`src/rtl/piano_pkg.sv`:
```
// rtl/piano_pkg.sv - note codes, octave encoding and song entry layout shared by recorder and song ROM
package piano_pkg;

    localparam int NOTE_W     = 4;
    localparam int OCT_W      = 2;
    localparam int SONG_DUR_W = 6;

    localparam int DUR_LSB  = 0;
    localparam int OCT_LSB  = DUR_LSB + SONG_DUR_W;
    localparam int NOTE_LSB = OCT_LSB + OCT_W;
    localparam int ENTRY_W  = NOTE_LSB + NOTE_W;

    typedef enum logic [NOTE_W-1:0] {
        NOTE_REST = 4'd0,
        NOTE_DO   = 4'd1,
        NOTE_RE   = 4'd2,
        NOTE_MI   = 4'd3,
        NOTE_FA   = 4'd4,
        NOTE_SOL  = 4'd5,
        NOTE_LA   = 4'd6,
        NOTE_SI   = 4'd7
    } note_e;

    typedef enum logic [OCT_W-1:0] {
        OCT_LOW  = 2'd0,
        OCT_MID  = 2'd1,
        OCT_HIGH = 2'd2,
        OCT_TOP  = 2'd3
    } octave_e;

    typedef struct packed {
        logic [NOTE_W-1:0]     note;
        logic [OCT_W-1:0]      octave;
        logic [SONG_DUR_W-1:0] dur;
    } song_entry_t;

    // Lowest pressed key wins; no key pressed encodes as a rest.
    function automatic logic [NOTE_W-1:0] encode_note(input logic [6:0] k);
        logic [NOTE_W-1:0] code;
        code = NOTE_REST;
        for (int i = 6; i >= 0; i--) begin
            if (k[i]) begin
                code = NOTE_W'(i + 1);
            end
        end
        return code;
    endfunction

endpackage

```
`src/rtl/tick_gen.sv`:
```
// rtl/tick_gen.sv - one-cycle tick pulse every TICK_DIV enabled cycles, restartable by clear
module tick_gen #(
    parameter int TICK_DIV = 10_000_000
) (
    input  logic clk,
    input  logic reset,
    input  logic clear,
    input  logic enable,
    output logic tick
);

    localparam int CNT_W = (TICK_DIV > 1) ? $clog2(TICK_DIV) : 1;
    localparam logic [CNT_W-1:0] LAST = CNT_W'(TICK_DIV - 1);

    logic [CNT_W-1:0] cnt_q;
    logic [CNT_W-1:0] cnt_d;

    always_comb begin
        cnt_d = cnt_q;
        if (clear) begin
            cnt_d = '0;
        end else if (enable) begin
            cnt_d = (cnt_q == LAST) ? '0 : cnt_q + 1'b1;
        end
    end

    assign tick = enable && !clear && (cnt_q == LAST);

    always_ff @(posedge clk) begin
        if (reset) begin
            cnt_q <= '0;
        end else begin
            cnt_q <= cnt_d;
        end
    end

endmodule

```
`src/rtl/note_recorder.sv`:
```
// rtl/note_recorder.sv - records free-play key events into a song buffer read back by auto-play/learn
module note_recorder
    import piano_pkg::*;
#(
    parameter int TICK_DIV = 10_000_000,
    parameter int DEPTH    = 64,
    parameter int DUR_W    = 6
) (
    input  logic                              clk,
    input  logic                              reset,
    input  logic [6:0]                        keys,
    input  logic [1:0]                        octave,
    input  logic                              write_on,
    input  logic [$clog2(DEPTH)-1:0]          rd_addr,
    output logic [NOTE_W+OCT_W+DUR_W-1:0]     rd_data,
    output logic [$clog2(DEPTH):0]            song_len,
    output logic                              recording,
    output logic                              full
);

    localparam int ADDR_W   = $clog2(DEPTH);
    localparam int LEN_W    = ADDR_W + 1;
    localparam int E_W      = NOTE_W + OCT_W + DUR_W;
    localparam logic [DUR_W-1:0] DUR_MAX  = '1;
    localparam logic [DUR_W-1:0] DUR_ONE  = DUR_W'(1);
    localparam logic [LEN_W-1:0] LEN_LAST = LEN_W'(DEPTH - 1);

    localparam logic [1:0] ST_IDLE = 2'd0;
    localparam logic [1:0] ST_REC  = 2'd1;
    localparam logic [1:0] ST_DONE = 2'd2;

    logic [6:0]        keys_meta_q, keys_meta_d, keys_sync_q, keys_sync_d;
    logic              wr_meta_q, wr_meta_d, wr_sync_q, wr_sync_d, wr_prev_q, wr_prev_d;
    logic [1:0]        state_q, state_d;
    logic [LEN_W-1:0]  song_len_q, song_len_d;
    logic              full_q, full_d;
    logic              open_valid_q, open_valid_d;
    logic [NOTE_W-1:0] open_note_q, open_note_d;
    logic [OCT_W-1:0]  open_oct_q, open_oct_d;
    logic [DUR_W-1:0]  open_dur_q, open_dur_d;
    logic [E_W-1:0]    rd_data_q, rd_data_d;

    logic [E_W-1:0]    mem [DEPTH];
    logic              mem_we;
    logic [E_W-1:0]    mem_wdata;
    logic              commit;

    logic              wr_rise, wr_fall, is_rec, enter_rec, tick;
    logic [NOTE_W-1:0] sample_note;
    logic              sample_same;

    assign wr_rise     = wr_sync_q & ~wr_prev_q;
    assign wr_fall     = ~wr_sync_q & wr_prev_q;
    assign is_rec      = (state_q == ST_REC);
    assign enter_rec   = wr_rise && !is_rec;
    assign sample_note = encode_note(keys_sync_q);
    assign sample_same = (sample_note == open_note_q) && (octave == open_oct_q);

    tick_gen #(
        .TICK_DIV (TICK_DIV)
    ) u_tick (
        .clk    (clk),
        .reset  (reset),
        .clear  (enter_rec),
        .enable (is_rec),
        .tick   (tick)
    );

    always_comb begin
        keys_meta_d  = keys;
        keys_sync_d  = keys_meta_q;
        wr_meta_d    = write_on;
        wr_sync_d    = wr_meta_q;
        wr_prev_d    = wr_sync_q;
        rd_data_d    = mem[rd_addr];

        state_d      = state_q;
        song_len_d   = song_len_q;
        full_d       = full_q;
        open_valid_d = open_valid_q;
        open_note_d  = open_note_q;
        open_oct_d   = open_oct_q;
        open_dur_d   = open_dur_q;
        commit       = 1'b0;

        case (state_q)
            ST_REC: begin
                // The stop edge wins over a tick landing in the same cycle.
                if (wr_fall) begin
                    state_d      = ST_DONE;
                    commit       = open_valid_q && (open_note_q != NOTE_REST);
                    open_valid_d = 1'b0;
                end else if (tick) begin
                    if (!open_valid_q) begin
                        if (sample_note != NOTE_REST) begin
                            open_valid_d = 1'b1;
                            open_note_d  = sample_note;
                            open_oct_d   = octave;
                            open_dur_d   = DUR_ONE;
                        end
                    end else if (sample_same && open_dur_q != DUR_MAX) begin
                        open_dur_d = open_dur_q + 1'b1;
                    end else begin
                        commit      = 1'b1;
                        open_note_d = sample_note;
                        open_oct_d  = octave;
                        open_dur_d  = DUR_ONE;
                    end
                end
            end
            default: begin
                if (wr_rise) begin
                    state_d      = ST_REC;
                    song_len_d   = '0;
                    full_d       = 1'b0;
                    open_valid_d = 1'b0;
                    open_dur_d   = '0;
                end
            end
        endcase

        if (commit) begin
            song_len_d = song_len_q + 1'b1;
            if (song_len_q == LEN_LAST) begin
                full_d       = 1'b1;
                state_d      = ST_DONE;
                open_valid_d = 1'b0;
            end
        end
    end

    assign mem_we    = commit;
    assign mem_wdata = {open_note_q, open_oct_q, open_dur_q};

    always_ff @(posedge clk) begin
        if (mem_we) begin
            mem[song_len_q[ADDR_W-1:0]] <= mem_wdata;
        end
    end

    always_ff @(posedge clk) begin
        if (reset) begin
            keys_meta_q  <= '0;
            keys_sync_q  <= '0;
            wr_meta_q    <= 1'b0;
            wr_sync_q    <= 1'b0;
            wr_prev_q    <= 1'b0;
            state_q      <= ST_IDLE;
            song_len_q   <= '0;
            full_q       <= 1'b0;
            open_valid_q <= 1'b0;
            open_note_q  <= '0;
            open_oct_q   <= '0;
            open_dur_q   <= '0;
            rd_data_q    <= '0;
        end else begin
            keys_meta_q  <= keys_meta_d;
            keys_sync_q  <= keys_sync_d;
            wr_meta_q    <= wr_meta_d;
            wr_sync_q    <= wr_sync_d;
            wr_prev_q    <= wr_prev_d;
            state_q      <= state_d;
            song_len_q   <= song_len_d;
            full_q       <= full_d;
            open_valid_q <= open_valid_d;
            open_note_q  <= open_note_d;
            open_oct_q   <= open_oct_d;
            open_dur_q   <= open_dur_d;
            rd_data_q    <= rd_data_d;
        end
    end

    assign rd_data   = rd_data_q;
    assign song_len  = song_len_q;
    assign recording = is_rec;
    assign full      = full_q;

endmodule
```
`config.mk`:
```
export PLATFORM = sky130hd
export DESIGN_NAME = note_recorder
export DESIGN_NICKNAME = d
export VERILOG_FILES = /design/src/rtl/piano_pkg.sv /design/src/rtl/tick_gen.sv /design/src/rtl/note_recorder.sv
export SDC_FILE = /design/constraint.sdc
export NUM_CORES = 1
export LEC_CHECK = 0
export CORE_UTILIZATION = 42
export DETAILED_ROUTE_END_ITERATION = 16
export GPL_ROUTABILITY_DRIVEN = 0
export HOLD_SLACK_MARGIN = 0.05
export SLEW_MARGIN = 40
export SYNTH_ARGS = -nofsm -noshare
export SYNTH_HDL_FRONTEND = slang
export SYNTH_SLANG_ARGS = --single-unit
```
`constraint.sdc`:
```
create_clock -name clk -period 4.6 [get_ports clk]
set_input_delay 0.69 -clock clk [delete_from_list [all_inputs] [get_ports clk]]
set_output_delay 0.69 -clock clk [all_outputs]
set_load 0.005 [all_outputs]
```
# Word level (Yosys, flattened, before mapping)
# Memory sizes are Yosys's and may differ from the RTL's. A register that Yosys moved wholly into a read port is not among the register bits.
# Index checks and enable logic that the tools add are counted.
# word_totals
register_bits,64
mem_bits_rw,768
in_bits,18
output_inout_bits,21
mem_count,1
# classes
add_sub_neg,3
eq_ne,11
muxes,48
n_bitwise,5
n_reduce_logical,17
# memory_table
name,depth,width,read_ports,rd_clocked_by_memory_dff,write_ports,line_no,rtl
mem,64,12,1,1,1,note_recorder.sv:43,logic [E_W-1:0] mem [DEPTH];
# op_table
operator,n
$mux W6,7
$mux W4,9
$add A24 B1 Y24 const B,1
$eq A24 B24 Y1 const B,1
$mux W24,1
$mux W7,3
$mux W1,19
$mux W2,8
$reduce_bool A4 Y1,2
$add A7 B1 Y7 const B,1
$eq A7 B6 Y1 const B,1
$add A6 B1 Y6 const B,1
$logic_and A1 B1 Y1,6
$ne A2 B2 Y1 const B,3
$ne A6 B6 Y1 const B,1
$reduce_bool A2 Y1,3
$reduce_and A5 Y1,1
$eq A4 B4 Y1,1
$reduce_and A4 Y1,1
$mux W3,1
$ne A3 B2 Y1 const B,1
$not A1 Y1,3
$and A1 B1 Y1,2
$eq A2 B1 Y1 const B,1
5 further kinds,6

# Depth between registers and ports, before layout
# depth
depth_word,17
ltp_mapped,10

# Cells and area by module
# From an unflattened synthesis, not the netlist that was laid out.
# hier_totals
hier_cells,1525
area_unflattened_um2,30558.1
# by_module_without_submodules
mod,instances,cells_each,area_each_um2,seq_area_each_um2
note_recorder,1,1395,29410.7,22141.2
tick_gen,1,130,1147.4,480.5

# Worst setup path after synthesis
# OpenSTA, ideal clock, no wires.
# synth_timing
kind,register -> register
start,register open_dur_q[0]
end,"memory mem[35][0] (netlist bit), enable pin"
setup_time_ns,0.408
arrival_time_ns,3.762
t_required_ns,4.192
setup_slack_ns,0.430
stages_incl_launch_ff,10
n_path_buf,2
period_less_slack_ns,4.170
cell_sequence,dfxtp_1 ha_1 and3_1 a311oi_1 and3_4 o211ai_4 a31oi_4 buf_6 buf_2 nor4_1
# synth_between
elab_chain_len,9
# synth_rtl
element,line_no,rtl
from (decl),note_recorder.sv:40,"logic [DUR_W-1:0] open_dur_q, open_dur_d;"
from (signal assigned),note_recorder.sv:168,open_dur_q <= open_dur_d;
$ne A6 B6 Y1,note_recorder.sv:101,end else if (sample_same && open_dur_q != DUR_MAX) begin
$logic_and A1 B1 Y1,note_recorder.sv:101,
$mux W1,note_recorder.sv:101,
$mux W1,note_recorder.sv:94,if (!open_valid_q) begin
$mux W1,note_recorder.sv:93,end else if (tick) begin
$mux W1,note_recorder.sv:89,if (wr_fall) begin
$mux W1,note_recorder.sv:86,case (state_q)
$mux W1,note_recorder.sv:136,if (mem_we) begin
$mux W1 (not written as such),note_recorder.sv:137,mem[song_len_q[ADDR_W-1:0]] <= mem_wdata;
to (decl),note_recorder.sv:43,
# No other way between the ends.

# Worst setup path in the final report
# layout_timing
start,register u_tick.cnt_q[0]
end,"memory mem[30][7] (netlist bit), enable pin"
# layout_between
elab_chain_len,7
# layout_rtl
element,line_no,rtl
from (decl),tick_gen.sv:15,logic [CNT_W-1:0] cnt_q;
from (signal assigned),tick_gen.sv:33,cnt_q <= cnt_d;
$eq A24 B24 Y1,tick_gen.sv:27,assign tick = enable && !clear && (cnt_q == LAST);
$logic_and A1 B1 Y1,tick_gen.sv:27,
$mux W1,note_recorder.sv:93,
$mux W1,note_recorder.sv:89,
$mux W1,note_recorder.sv:86,
$mux W1,note_recorder.sv:136,
$mux W1 (not written as such),note_recorder.sv:137,
# No other way between the ends.

==> metrics.cfg <==
[status]
status = complete, no violations

[critical_path]
crit_fanout = 11
slowest_stage = or3_1
rr_endpoint = mem[30][7]
cp-start-kind = flop
rr_worst_depth = 8
endpoint_kind = flop
critical_path.most_common_cell = nor3_1
cpPeakStageDelay_ns = 0.75
startpoint = u_tick.cnt_q[0]
worstPathCellList = ha_1 -> nand3_1 -> nor3_1 -> nand4_1 -> nor3_1 -> a31oi_4 -> or3_1 -> nor2_1
critPathArrivalTime_ns = 4.11
rr_startpoint = u_tick.cnt_q[0]
path_class = flop to flop
critical_path_required_ns = 4.85
reg2reg_slack_ns = 0.73

[worst_hold_path]
whs_path_depth = 1
worstHoldStart = keys_meta_q[2]
min_to = keys_sync_q[2]
hold_path_class = flop to flop

[timing]
tns_ns = 0
slew_headroom_pct = 44.2
finalCritPeriodShare_pct = 84.1
fmax_mhz = 259
setup_violations = 0
period_minus_slack_ns = 3.87
slew_violations = 0
hold_viol_final = 0
finalWorstSetupSlack_ns = 0.732
fin_skew_ns = 0.0368
hold-worst-slack_ns = 0.436
worstMarginPinSlew_ns = 0.838
rsz0062_at_grt = no

[floorplan]
io_pins = 39
fp.coreArea_sq_um = 70500
start_util_pct = 42.8
rows = 97
dieArea_sq_um = 72900
die_w_um = 270
die_h_um = 270

[route]
first_iter_violations = 1548
viasPerCell = 5.71
drc = 0
drtAntennaViolNets = 0
drt-total-wl_mm = 69.2
firstDrtPassIters = 5
wl_per_cell_um = 27.1
routed-via-count = 14600

[clocking]
cts_tree = yes
cts.repair.resized = 0
htreeDepth = 3
postCtsHoldBufs = 0
post_cts_buffers = 0
numClockSinks = 778
clkLatencyLatePin_ns = 0.62
cts_made_buffers = 79
cts-root-buf = clkbuf_16
clockBufferDepth = 3
clk_pin_slew_ns = 0.06

[synthesis]
ys.warnings.count = 0
synth_enable_flop_cells = 704
synth_nets = 1481
post-synth-top-count-cell = edfxtp_1
synthTopCellsByArea = edfxtp_1 (70%), mux4_2 (16%), dfxtp_1 (4.9%)
syn-cell-area_sq_um = 30200
yosysSeqAreaShare_pct = 74.9
synth_top_area_share_pct = 70.0
synthAdderAreaFrac_pct = 0.124
synthSimpleGateAreaFrac_pct = 4.44
yosys.area_share.xor_xnor_pct = 0.754
synth.distinct_cells = 56
synth_top_family_by_area = multiplexers
synth_compound_area_share_pct = 1.25
ys.flop_type = edfxtp_1
yosys-top-cells-count = edfxtp_1 (704), mux4_2 (220), nor2_1 (94), dfxtp_1 (74), clkbuf_1 (49)
synthesis.area_per_instance_sq_um = 20.7
synth_largest_area_cell = edfxtp_1
synthArstFlopShare_pct = 0
ys_seq_elements = 778
synthCells = 1460
synthMuxAreaShare_pct = 17.2

[global_routing]
antenna_found_initial = 1
grt_overflow = 0
grt.total_usage_pct = 19.2
grt_pass1_vias = 14500
grt_max_degree = 69
grt_first_pass_wirelength_mm = 102

[layout]
fillers = 5612
fin_nets = 1565
syn_to_final_growth_pct = 15.4
final_util_pct = 49.4
multi_input_area_sq_um = 7360
layout-drive-gt1-share_pct = 29.9
register_area_sq_um = 22600
n_antenna_cell = 0

[placed_design]
pre_cts_ws_ns = 0.451
dpl.hpwl_mm = 42.3
portBuffers = 37

[pwr]
p_per_area_nw_per_um2 = 425
power.leakage_nw = 12.3
worst_ir_drop_vdd_mv = 0.282

[flow_run]
drv_cap = 0

worst max-delay path: cells and delay by family, from the launching register on:
family          cells  cell delay [ns]
flops               1             0.39
simple gates        6             2.67
fa+ha+maj           1             0.18
compound gates      1             0.26
per-stage QoR:
step           std cells  instance area (sq um)  power [mW]
2_1_floorplan       1460                  30200        7.99
3_3_place_gp        2403                  31800        8.09
3_5_place_dp        2403                  31900        8.09
4_1_cts             2550                  34700        14.9
5_1_grt             2550                  34800        15.2
6_report            2550                  34800        14.8
routing by layer:
| metal | GRT usage, % | vias to the layer above | share of wire (%) |
|---|---|---|---|
| li1 | - | 6172 | - |
| met1 | 30.5 | 7732 | 46 |
| met2 | 27.4 | 578 | 44 |
| met3 | 3.51 | 85 | 7.4 |
| met4 | 4.47 | 2 | 1.8 |
| met5 | 0 | - | 0.017 |
placed cells by master (no fill, tap or decap), drive strengths merged, types with 24 or more instances in the layout:
| master | instances |
|---|---|
| edfxtp | 704 |
| mux4 | 220 |
| clkbuf | 99 |
| nor2 | 95 |
| dfxtp | 74 |
| buf | 53 |
| nand2 | 34 |
| clkdlybuf4s50 | 32 |
| clkinv | 30 |
| nand3 | 29 |
| mux2i | 24 |
how the worst max path moves through the flow:
stage                       endpoint  slack (ns)  depth (start not counted)
after floorplan           mem[35][0]        0.43                          9
after global placement    mem[52][8]        0.64                          8
after detailed placement  mem[44][7]        0.45                          8
after CTS                 mem[36][7]        0.62                          8
after global routing      mem[30][7]        0.48                          8
final                     mem[30][7]        0.73                          8
sequential cells by signal, indices dropped and copies added, names as in the netlist, 2 cells and up:
signal / flops
song_len: 7
keys_sync_q: 7
rd_data: 11
u_tick.cnt_q: 24
keys_meta_q: 7
state_q: 2
open_dur_q: 6
mem: 704
open_oct_q: 2
open_note_q: 3
logic make-up after synthesis:
group                      count (synthesis)
muxes                                    244
DFF                                      778
xor gates and xnor gates                  26
and+or+nand+nor                          266
buffers and inverters                     90
other                                      1
adders and majority gates                  3
AOI/OAI and AO/OA                         52
final cells by class:
cell class	count	area share (%)
tap	940	3.38
clock inverter	48	1.73
multi-input combinational	592	21.1
timing repair buffer	85	2.32
sequential	778	65.0
clock buffer	99	6.37
inverter	8	0.0862
power breakdown:
group / internal [mW] / leakage [nW] / switching [mW] / total [mW]
Sequential: 7.60 / 8.34 / 0.00618 / 7.60
Clock: 4.21 / 1.39 / 2.65 / 6.86
Combinational: 0.155 / 2.54 / 0.179 / 0.335
Total: 12.0 / 12.3 / 2.84 / 14.8
Note: power is estimated with default switching activity, not from simulation.
